## config.mk

```make
export PLATFORM = sky130hd
export DESIGN_NAME = ddot_lane_packer
export DESIGN_NICKNAME = d
export VERILOG_FILES = /design/src/rtl/ddot_lane_packer.sv
export SDC_FILE = /design/constraint.sdc
export NUM_CORES = 2
export LEC_CHECK = 0
export BUFFER_PORTS_ARGS = -buffer_cell sky130_fd_sc_hd__clkbuf_2
export CAP_MARGIN = 20
export CORE_MARGIN = 2
export CORE_UTILIZATION = 30
export CTS_CLUSTER_DIAMETER = 60
export DETAILED_ROUTE_END_ITERATION = 16
export GPL_TIMING_DRIVEN = 0
export HOLD_SLACK_MARGIN = 0.03
export MAX_ROUTING_LAYER = met4
export PLACE_DENSITY = 0.55
export SYNTH_ARGS = -nofsm -noshare
export SYNTH_HDL_FRONTEND = slang
export SYNTH_SLANG_ARGS = --single-unit
export TNS_END_PERCENT = 50
```

## constraint.sdc

```tcl
create_clock -name clk -period 2.8 [get_ports clk]
set_input_delay 0.56 -clock clk [delete_from_list [all_inputs] [get_ports clk]]
set_output_delay 0.56 -clock clk [all_outputs]
set_load 0.03 [all_outputs]
```

## src/rtl/ddot_lane_packer.sv

```systemverilog
// ddot_lane_packer: packs a serial stream of (x, y) element pairs into 8-lane groups for the
// 8-lane dot-product stage. Short groups closed by in_last are padded with PAD_VALUE.
//
// Ports:
//   clk, rst            clock and asynchronous active-low reset
//   in_valid/in_ready   upstream element handshake
//   in_x, in_y          element pair
//   in_last             closes the current group
//   ready               one-cycle strobe: a new group is on x0..x7 / y0..y7
//   out_last            group issued with this strobe was closed by in_last
//   x0..x7, y0..y7      packed lanes, lane 0 is the oldest element
//   group_count         (DDOT_PACK_STATS_EN) issued groups, wrapping
//   pad_count           (DDOT_PACK_STATS_EN) padded lanes issued, saturating
//
// Optional feature: define DDOT_PACK_STATS_EN to add group_count / pad_count.
module ddot_lane_packer #(
   parameter int unsigned       DATA_W    = 32,
   parameter logic [DATA_W-1:0] PAD_VALUE = '0,
   parameter int unsigned       MIN_GAP   = 1
) (
   input  logic              clk,
   input  logic              rst,
   input  logic              in_valid,
   output logic              in_ready,
   input  logic [DATA_W-1:0] in_x,
   input  logic [DATA_W-1:0] in_y,
   input  logic              in_last,
   output logic              ready,
   output logic              out_last,
   output logic [DATA_W-1:0] x0,
   output logic [DATA_W-1:0] x1,
   output logic [DATA_W-1:0] x2,
   output logic [DATA_W-1:0] x3,
   output logic [DATA_W-1:0] x4,
   output logic [DATA_W-1:0] x5,
   output logic [DATA_W-1:0] x6,
   output logic [DATA_W-1:0] x7,
   output logic [DATA_W-1:0] y0,
   output logic [DATA_W-1:0] y1,
   output logic [DATA_W-1:0] y2,
   output logic [DATA_W-1:0] y3,
   output logic [DATA_W-1:0] y4,
   output logic [DATA_W-1:0] y5,
   output logic [DATA_W-1:0] y6,
   output logic [DATA_W-1:0] y7
`ifdef DDOT_PACK_STATS_EN
   ,
   output logic [15:0]       group_count,
   output logic [15:0]       pad_count
`endif
);

   localparam logic [7:0] GapReload = 8'(MIN_GAP - 1);

   logic [DATA_W-1:0] fill_x_q [8];
   logic [DATA_W-1:0] fill_x_d [8];
   logic [DATA_W-1:0] fill_y_q [8];
   logic [DATA_W-1:0] fill_y_d [8];
   logic [DATA_W-1:0] out_x_q  [8];
   logic [DATA_W-1:0] out_x_d  [8];
   logic [DATA_W-1:0] out_y_q  [8];
   logic [DATA_W-1:0] out_y_d  [8];
   logic [2:0]        idx_q, idx_d;
   logic [2:0]        pend_idx_q, pend_idx_d;
   logic              pend_last_q, pend_last_d;
   logic              pending_q, pending_d;
   logic [7:0]        gap_q, gap_d;
   logic              ready_q, ready_d;
   logic              out_last_q, out_last_d;
`ifdef DDOT_PACK_STATS_EN
   logic [15:0]       group_count_q, group_count_d;
   logic [15:0]       pad_count_q, pad_count_d;
   logic [16:0]       pad_sum;
`endif

   logic              accept;
   logic              complete;
   logic              issue;
   logic [2:0]        last_idx;
   logic              group_last;

   assign in_ready = ~pending_q;

   always_comb begin
      accept     = in_valid && in_ready;
      complete   = accept && ((idx_q == 3'd7) || in_last);
      issue      = (complete || pending_q) && (gap_q == 8'd0);
      // A held group already has its completing element stored in the fill lanes.
      last_idx   = pending_q ? pend_idx_q : idx_q;
      group_last = pending_q ? pend_last_q : in_last;

      fill_x_d    = fill_x_q;
      fill_y_d    = fill_y_q;
      out_x_d     = out_x_q;
      out_y_d     = out_y_q;
      idx_d       = idx_q;
      pend_idx_d  = pend_idx_q;
      pend_last_d = pend_last_q;
      pending_d   = pending_q;
      gap_d       = (gap_q != 8'd0) ? gap_q - 8'd1 : gap_q;
      ready_d     = 1'b0;
      out_last_d  = 1'b0;
`ifdef DDOT_PACK_STATS_EN
      group_count_d = group_count_q;
      pad_count_d   = pad_count_q;
      pad_sum       = {1'b0, pad_count_q} + 17'(3'd7 - last_idx);
`endif

      if (accept) begin
         fill_x_d[idx_q] = in_x;
         fill_y_d[idx_q] = in_y;
         idx_d           = idx_q + 3'd1;
      end

      if (complete) begin
         idx_d = 3'd0;
         if (!issue) begin
            pending_d   = 1'b1;
            pend_idx_d  = idx_q;
            pend_last_d = in_last;
         end
      end

      if (issue) begin
         for (int i = 0; i < 8; i++) begin
            if (3'(i) > last_idx) begin
               out_x_d[i] = PAD_VALUE;
               out_y_d[i] = PAD_VALUE;
            end else if (!pending_q && (3'(i) == idx_q)) begin
               out_x_d[i] = in_x;
               out_y_d[i] = in_y;
            end else begin
               out_x_d[i] = fill_x_q[i];
               out_y_d[i] = fill_y_q[i];
            end
         end
         ready_d    = 1'b1;
         out_last_d = group_last;
         pending_d  = 1'b0;
         idx_d      = 3'd0;
         gap_d      = GapReload;
`ifdef DDOT_PACK_STATS_EN
         group_count_d = group_count_q + 16'd1;
         pad_count_d   = pad_sum[16] ? 16'hFFFF : pad_sum[15:0];
`endif
      end
   end

   always_ff @(posedge clk or negedge rst) begin
      if (!rst) begin
         for (int i = 0; i < 8; i++) begin
            fill_x_q[i] <= '0;
            fill_y_q[i] <= '0;
            out_x_q[i]  <= '0;
            out_y_q[i]  <= '0;
         end
         idx_q       <= 3'd0;
         pend_idx_q  <= 3'd0;
         pend_last_q <= 1'b0;
         pending_q   <= 1'b0;
         gap_q       <= 8'd0;
         ready_q     <= 1'b0;
         out_last_q  <= 1'b0;
`ifdef DDOT_PACK_STATS_EN
         group_count_q <= 16'd0;
         pad_count_q   <= 16'd0;
`endif
      end else begin
         fill_x_q    <= fill_x_d;
         fill_y_q    <= fill_y_d;
         out_x_q     <= out_x_d;
         out_y_q     <= out_y_d;
         idx_q       <= idx_d;
         pend_idx_q  <= pend_idx_d;
         pend_last_q <= pend_last_d;
         pending_q   <= pending_d;
         gap_q       <= gap_d;
         ready_q     <= ready_d;
         out_last_q  <= out_last_d;
`ifdef DDOT_PACK_STATS_EN
         group_count_q <= group_count_d;
         pad_count_q   <= pad_count_d;
`endif
      end
   end

   assign ready    = ready_q;
   assign out_last = out_last_q;
   assign x0 = out_x_q[0];
   assign x1 = out_x_q[1];
   assign x2 = out_x_q[2];
   assign x3 = out_x_q[3];
   assign x4 = out_x_q[4];
   assign x5 = out_x_q[5];
   assign x6 = out_x_q[6];
   assign x7 = out_x_q[7];
   assign y0 = out_y_q[0];
   assign y1 = out_y_q[1];
   assign y2 = out_y_q[2];
   assign y3 = out_y_q[3];
   assign y4 = out_y_q[4];
   assign y5 = out_y_q[5];
   assign y6 = out_y_q[6];
   assign y7 = out_y_q[7];
`ifdef DDOT_PACK_STATS_EN
   assign group_count = group_count_q;
   assign pad_count   = pad_count_q;
`endif

endmodule

```

* Word level (Yosys, flattened, before mapping)
Cells that the tools add are included.
Cells by class: equal/unequal tests 8, bitwise logic cells 3, $lt $le $gt $ge 10, $add $sub $neg 2, reduce and logical (&&, ||, !) cells 22, mux-type cells 47
Operators by type and width (number):
- 32-bit two-way mux | 33
- 256-bit bitwise mux | 2
- 32-bit demux with 3-bit select | 1
- 8-bit two-way mux | 2
- 3-bit == test, first input constant | 4
- 3-bit greater-than comparator, first input constant | 4
- 1-bit logical AND | 12
- 3-bit two-way mux | 4
- 8-bit zero test | 1
- 8-bit nonzero test | 1
- 8-bit by 1-bit subtractor with 8-bit output, second input constant | 1
- 2-bit by 3-bit == test with 1-bit output, first input constant | 2
- 1-bit by 3-bit greater-than comparator with 1-bit output, first input constant | 2
- 2-bit by 3-bit greater-than comparator with 1-bit output, first input constant | 2
- 1-bit two-way mux | 5
- 4-bit >= comparator, second input constant | 1
- 4-bit by 1-bit < comparator with 1-bit output, second input constant | 1
- 3-bit inverter with 4-bit output | 1
- 2-bit nonzero test | 2
- 3-bit by 1-bit adder with 3-bit output, second input constant | 1
- 1-bit by 3-bit == test with 1-bit output, first input constant | 1
- 3-bit == test, second input constant | 1
- 3-bit zero test | 1
- 3-bit nonzero test | 1
- 4 further kinds | 6
Word-level totals: word-level logic and storage cells 131, bits in registers 1042, output and inout bits 515

* Depth between registers and ports, before layout
depth in word-level cells 7, gate-level depth with buffers 11, depth with buffers taken out 7

* Least setup slack after synthesis
No wires, ideal clock.
path kind reg-to-reg, start register idx_q[0], end register out_x_q, in the netlist x2[22], data arrival time 2118 ps, path buffers 5, setup slack 586 ps, cell stages (with the launch flop) 12, path through dfrtp_1 -> ha_1 -> ha_1 -> clkbuf_1 -> o21a_1 -> o211ai_1 -> buf_2 -> buf_4 -> buf_6 -> buf_4 -> nand2_1 -> o31ai_1
Between the ends: longest elaborated chain between the ends 5, elaborated cells between the ends (all ways) 11, classes of those cells 1 x order compare; 2 x eq/ne; 3 x mux; 5 x reduce/logical
RTL lines:
- from (decl) | RTL line 63 | logic [2:0] idx_q, idx_d;
- from (signal assigned) | RTL line 173 | idx_q <= idx_d;
- parallel branches: the longest is 5 deep, another holds 2-bit by 3-bit greater-than comparator with 1-bit output
- to (signal assigned) | RTL line 171 | out_x_q <= out_x_d;
- to (decl) | RTL line 59 | logic [DATA_W-1:0] out_x_q [8];
Parallel ways; which one is timed is not known. A chain may end at the register's enable or synchronous reset.

* Worst setup path in the final report
start register idx_q[0], end register out_y_q, in the netlist y3[22]
Between the ends: longest elaborated chain between the ends 5, elaborated cells between the ends (all ways) 11, classes of those cells 1 x order compare; 2 x eq/ne; 3 x mux; 5 x reduce/logical
RTL lines:
- 3-bit == test | RTL line 86 | complete = accept && ((idx_q == 3'd7) || in_last);
- 1-bit logical OR | RTL line 86
- 1-bit logical AND | RTL line 86
- 1-bit logical OR | RTL line 87 | issue = (complete || pending_q) && (gap_q == 8'd0);
- 1-bit logical AND | RTL line 87
- net issue | RTL line 78 | logic issue;
- to (signal assigned) | RTL line 172 | out_y_q <= out_y_d;
- to (decl) | RTL line 61 | logic [DATA_W-1:0] out_y_q [8];
The timed path passes the listed nets, and every way through them passes these cells.

==> results.py <==
metrics = {
    "timing": {
        "report.final.hold_viol_count": 187,
        "setup_viol": 0,
        "period_needed_ns": 2.73,
        "clock_skew_ns": 0.0385,
        "grt_setup_unrepaired": "true",
        "hold-worst-slack_ns": -0.137,
        "final_max_slew_viol_count": 0,
        "maxSlewHeadroom": 0.265,
        "max_freq_mhz": 366,
        "tightest_slew_ns": 1.07,
        "period_share": 0.975,
        "timing.setup.tns_ns": 0,
    },
    "floorplanning": {
        "num_rows": 140,
        "num_io_pins": 583,
        "die_width_um": 386,
        "start_util": 0.301,
        "core_area_mm2": 0.145,
        "floorplan.die.height_um": 386,
        "dieArea_mm2": 0.149,
    },
    "synthesis": {
        "synth-adder-area-share": 0.00200,
        "synthDistinctLibCells": 41,
        "synthSimpleGateAreaFrac": 0.0525,
        "netlist_instances": 3478,
        "asyncSetResetFlopFracSynth": 1.00,
        "synth.yosys.seq_area_share": 0.596,
        "synth_xor_xnor_area_share": 0.000200,
        "syn-num-nets": 3553,
        "synthesis.area_per_instance_um2": 12.6,
        "synth_largest_type_area_fraction": 0.596,
        "synth.area.mux_share": 0.251,
        "synthFlopType": "dfrtp_1",
        "synth_compound_gate_area_share": 0.0649,
        "synth-edff-count": 0,
        "synth-warning-count": 0,
        "post_synth_main_area_contributors": "dfrtp_1 (60%), mux2_2 (13%), mux2i_1 (12%)",
        "synth_top_family_by_area": "multiplexers",
        "post-synth-top-area-cell": "dfrtp_1",
        "ys_seq_elements": 1042,
        "synth.cell_area_mm2": 0.0437,
    },
    "power": {
        "combPwrFrac": 0.146,
        "vdd.ir_drop.worst_uv": 470,
        "p_sw_mw": 11.2,
        "internal_power_mw": 28.8,
        "share_of_total_power_in_the_clock_network": 0.406,
        "power.share.sequential": 0.448,
        "power_mw": 40.0,
        "total_leakage_power_nw": 27.5,
        "pwr_density_cell_mw_per_mm2": 740,
        "switching_part_of_the_total_power": 0.280,
    },
    "final_layout": {
        "fin_area_mm2": 0.0540,
        "num-nets-final": 4285,
        "fillers": 14300,
        "post_route_cells_drive_above_1_share": 0.354,
        "area_delta_synth_final_pct": 23.6,
        "reg_top3": "fill_x_q x256, fill_y_q x256",
        "postLayoutCoreUtil": 0.372,
    },
    "cts": {
        "clock-sinks": 1042,
        "cts-buffers-inserted": 121,
        "cts.htree.levels": 3,
        "cts_tree": "yes",
        "cts.clk_slew.worst_paths_ns": 0.06,
        "clock_tree.root_cell": "clkbuf_16",
        "worst_skew_pair.late_latency_ns": 0.76,
        "cts-hold-fix-buffers": 3,
        "clock_path_buffers": 3,
    },
    "global_route": {
        "grt_max_degree": 110,
        "total_routing_usage_gr": 0.217,
        "grt_antenna_before_repair": 14,
        "number_of_global_route_vias_before_repair": 30600,
        "grt_first_pass_wirelength_um": 226000,
        "gr-total-overflow": 0,
    },
    "worst_setup_path": {
        "crit_path_max_fanout": 10,
        "timing.critical_path.mode_cell": "ha_1",
        "timing.critical_path.from_type": "register",
        "rrSetupSlack_ns": 0.07,
        "crit_arrival_ns": 3.34,
        "worstSetupEndpointType": "register",
        "cp_cell_sequence": "ha_1 -> ha_1 -> clkbuf_1 -> o21a_1 -> o211ai_1 -> buf_4 -> inv_2 -> o21ai_4 -> buf_16 -> clkbuf_4 -> o21ai_0",
        "critPathSlowestCell": "dfrtp_1",
        "critPathRequiredTime_ns": 3.41,
        "cp_top_family": "buffers and inverters",
        "worst_path_largest_cell_delay_ns": 0.40,
        "worst-path-buf-inv": 5,
        "critPathKind": "reg2reg",
    },
    "drt": {
        "drt-initial-drc-count": 1735,
        "drc": 0,
        "drt-pass1-iter-count": 5,
        "routed_via_density": 4.86,
        "num_vias": 30300,
        "antenna_violating_nets_post_route": 0,
        "detail_route.wl_per_cell_um": 25.6,
        "finalWirelength_um": 159000,
    },
    "placed_design": {
        "detailedPlacementHpwl_um": 116000,
        "gpl_wtd_cong": 0.834,
        "placed_area_mm2": 0.0495,
        "place.port_buffers": 582,
    },
    "run": {
        "max_cap_violations": 0,
    },
    "outcome": {
        "violations": "negative hold slack",
        "outcome": "complete, but fails checks",
    },
    "hold_path": {
        "hp-class": "in2async",
    },
}
==> Yosys cell counts, drive strengths merged (2+ instances only) <==
library cell  number
nor2              10
clkbuf           125
nor3               6
and3               3
mux2i            515
a21o               4
mux2             518
dfrtp           1042
nor4               3
nand3b             2
buf              166
inv                8
nand2            521
a21oi              3
nand3             12
o21ai            453
o31ai             65
or3                4
ha                 7
==> cell type report <==
cell class | instances | area (um2) | share of cell area
Timing Repair Buffer | 609 | 3520 | 0.0652
Sequential cell | 1042 | 26100 | 0.483
Clock inverter | 39 | 483 | 0.00894
Multi-Input combinational cell | 2137 | 16300 | 0.301
Tap cell | 1917 | 2400 | 0.0444
Antenna cell | 9 | 22.5 | 0.000417
Clock buffer | 184 | 3610 | 0.0669
Buffer | 291 | 1630 | 0.0302
Inverter | 8 | 30.0 | 0.000556
==> power groups by stage <==
stage	clock [mW]	combinational, mW	sequential, mW
global route	17.2	6.34	18.1
floorplan	0	2.90	18.7
global placement	0	5.73	18.2
detailed placement	0	5.88	18.2
CTS	16.6	5.92	17.9
finish	16.2	5.84	17.9
==> cells by family after synthesis <==
kind of cell,count (synthesis)
buffers and inverters,299
adders and majority gates,7
xor gates and xnor gates,1
and+or+nand+nor,567
muxes,1033
DFF,1042
AOI/OAI and AO/OA,529
==> metrics by stage <==
stage | hold slack (ns) | setup WS [ns] | cells
2_1_floorplan | 0.264 | 0.586 | 3478
3_5_place_dp | 0.466 | -1.16 | 5993
3_3_place_gp | 0.462 | -25.37 | 5977
5_1_grt | -0.115 | -0.0494 | 6231
6_report | -0.137 | 0.0711 | 6236
4_1_cts | -0.152 | 0.000498 | 6223
==> timing repair <==
item	in CTS	in global routing
resized for setup	58	69
pin swaps	2	1
buffers inserted	4	3
setup endpoints to repair	647	471
gates cloned	0	1
hold endpoints to repair	86	202
==> routing by layer <==
| layer | vias up | GRT usage | wire, um |
|---|---|---|---|
| li1 | 13600 | - | - |
| met1 | 15800 | 0.292 | 72700 |
| met2 | 753 | 0.328 | 73100 |
| met3 | 211 | 0.0429 | 9150 |
| met4 | 0 | 0.0679 | 4580 |
| met5 | - | - | 0 |
==> path summary, 6_finish.rpt <==
path                       startpoint             to  cells past startpoint
max reg2reg                  idx_q[0]         y3[22]                     11
max                          idx_q[0]         y3[22]                     11
min in group clk              in_last    pend_last_q                      2
min reg2reg                    x4[26]         x4[26]                      2
min                               rst  fill_y_q[133]                      2
max in group asynchronous         rst          x7[4]                      6
==> cell usage in the layout, fill, tap and decap left out, types with 3 or more instances in the layout <==
cell type and n:
nand2_1 520, inv_6 6, clkbuf_8 36, mux2i_1 515, clkinv_2 11, buf_2 103
clkbuf_16 123, clkinv_8 4, a21oi_1 3, diode_2 9, o31ai_1 65, clkinv_4 5
o21ai_0 452, nand3_1 8, nor2_1 9, a21o_1 4, and3_1 3, dfrtp_1 1042
or3_1 4, inv_1 6, mux2_1 14, clkbuf_2 619, bufinv_16 7, clkbuf_1 115
inv_8 3, buf_16 16, buf_4 26, buf_12 6, clkinvlp_4 3, buf_6 23
clkbuf_4 12, ha_1 7, mux2_2 504, nor3_1 5
Note: power is estimated with default switching activity, not from simulation.
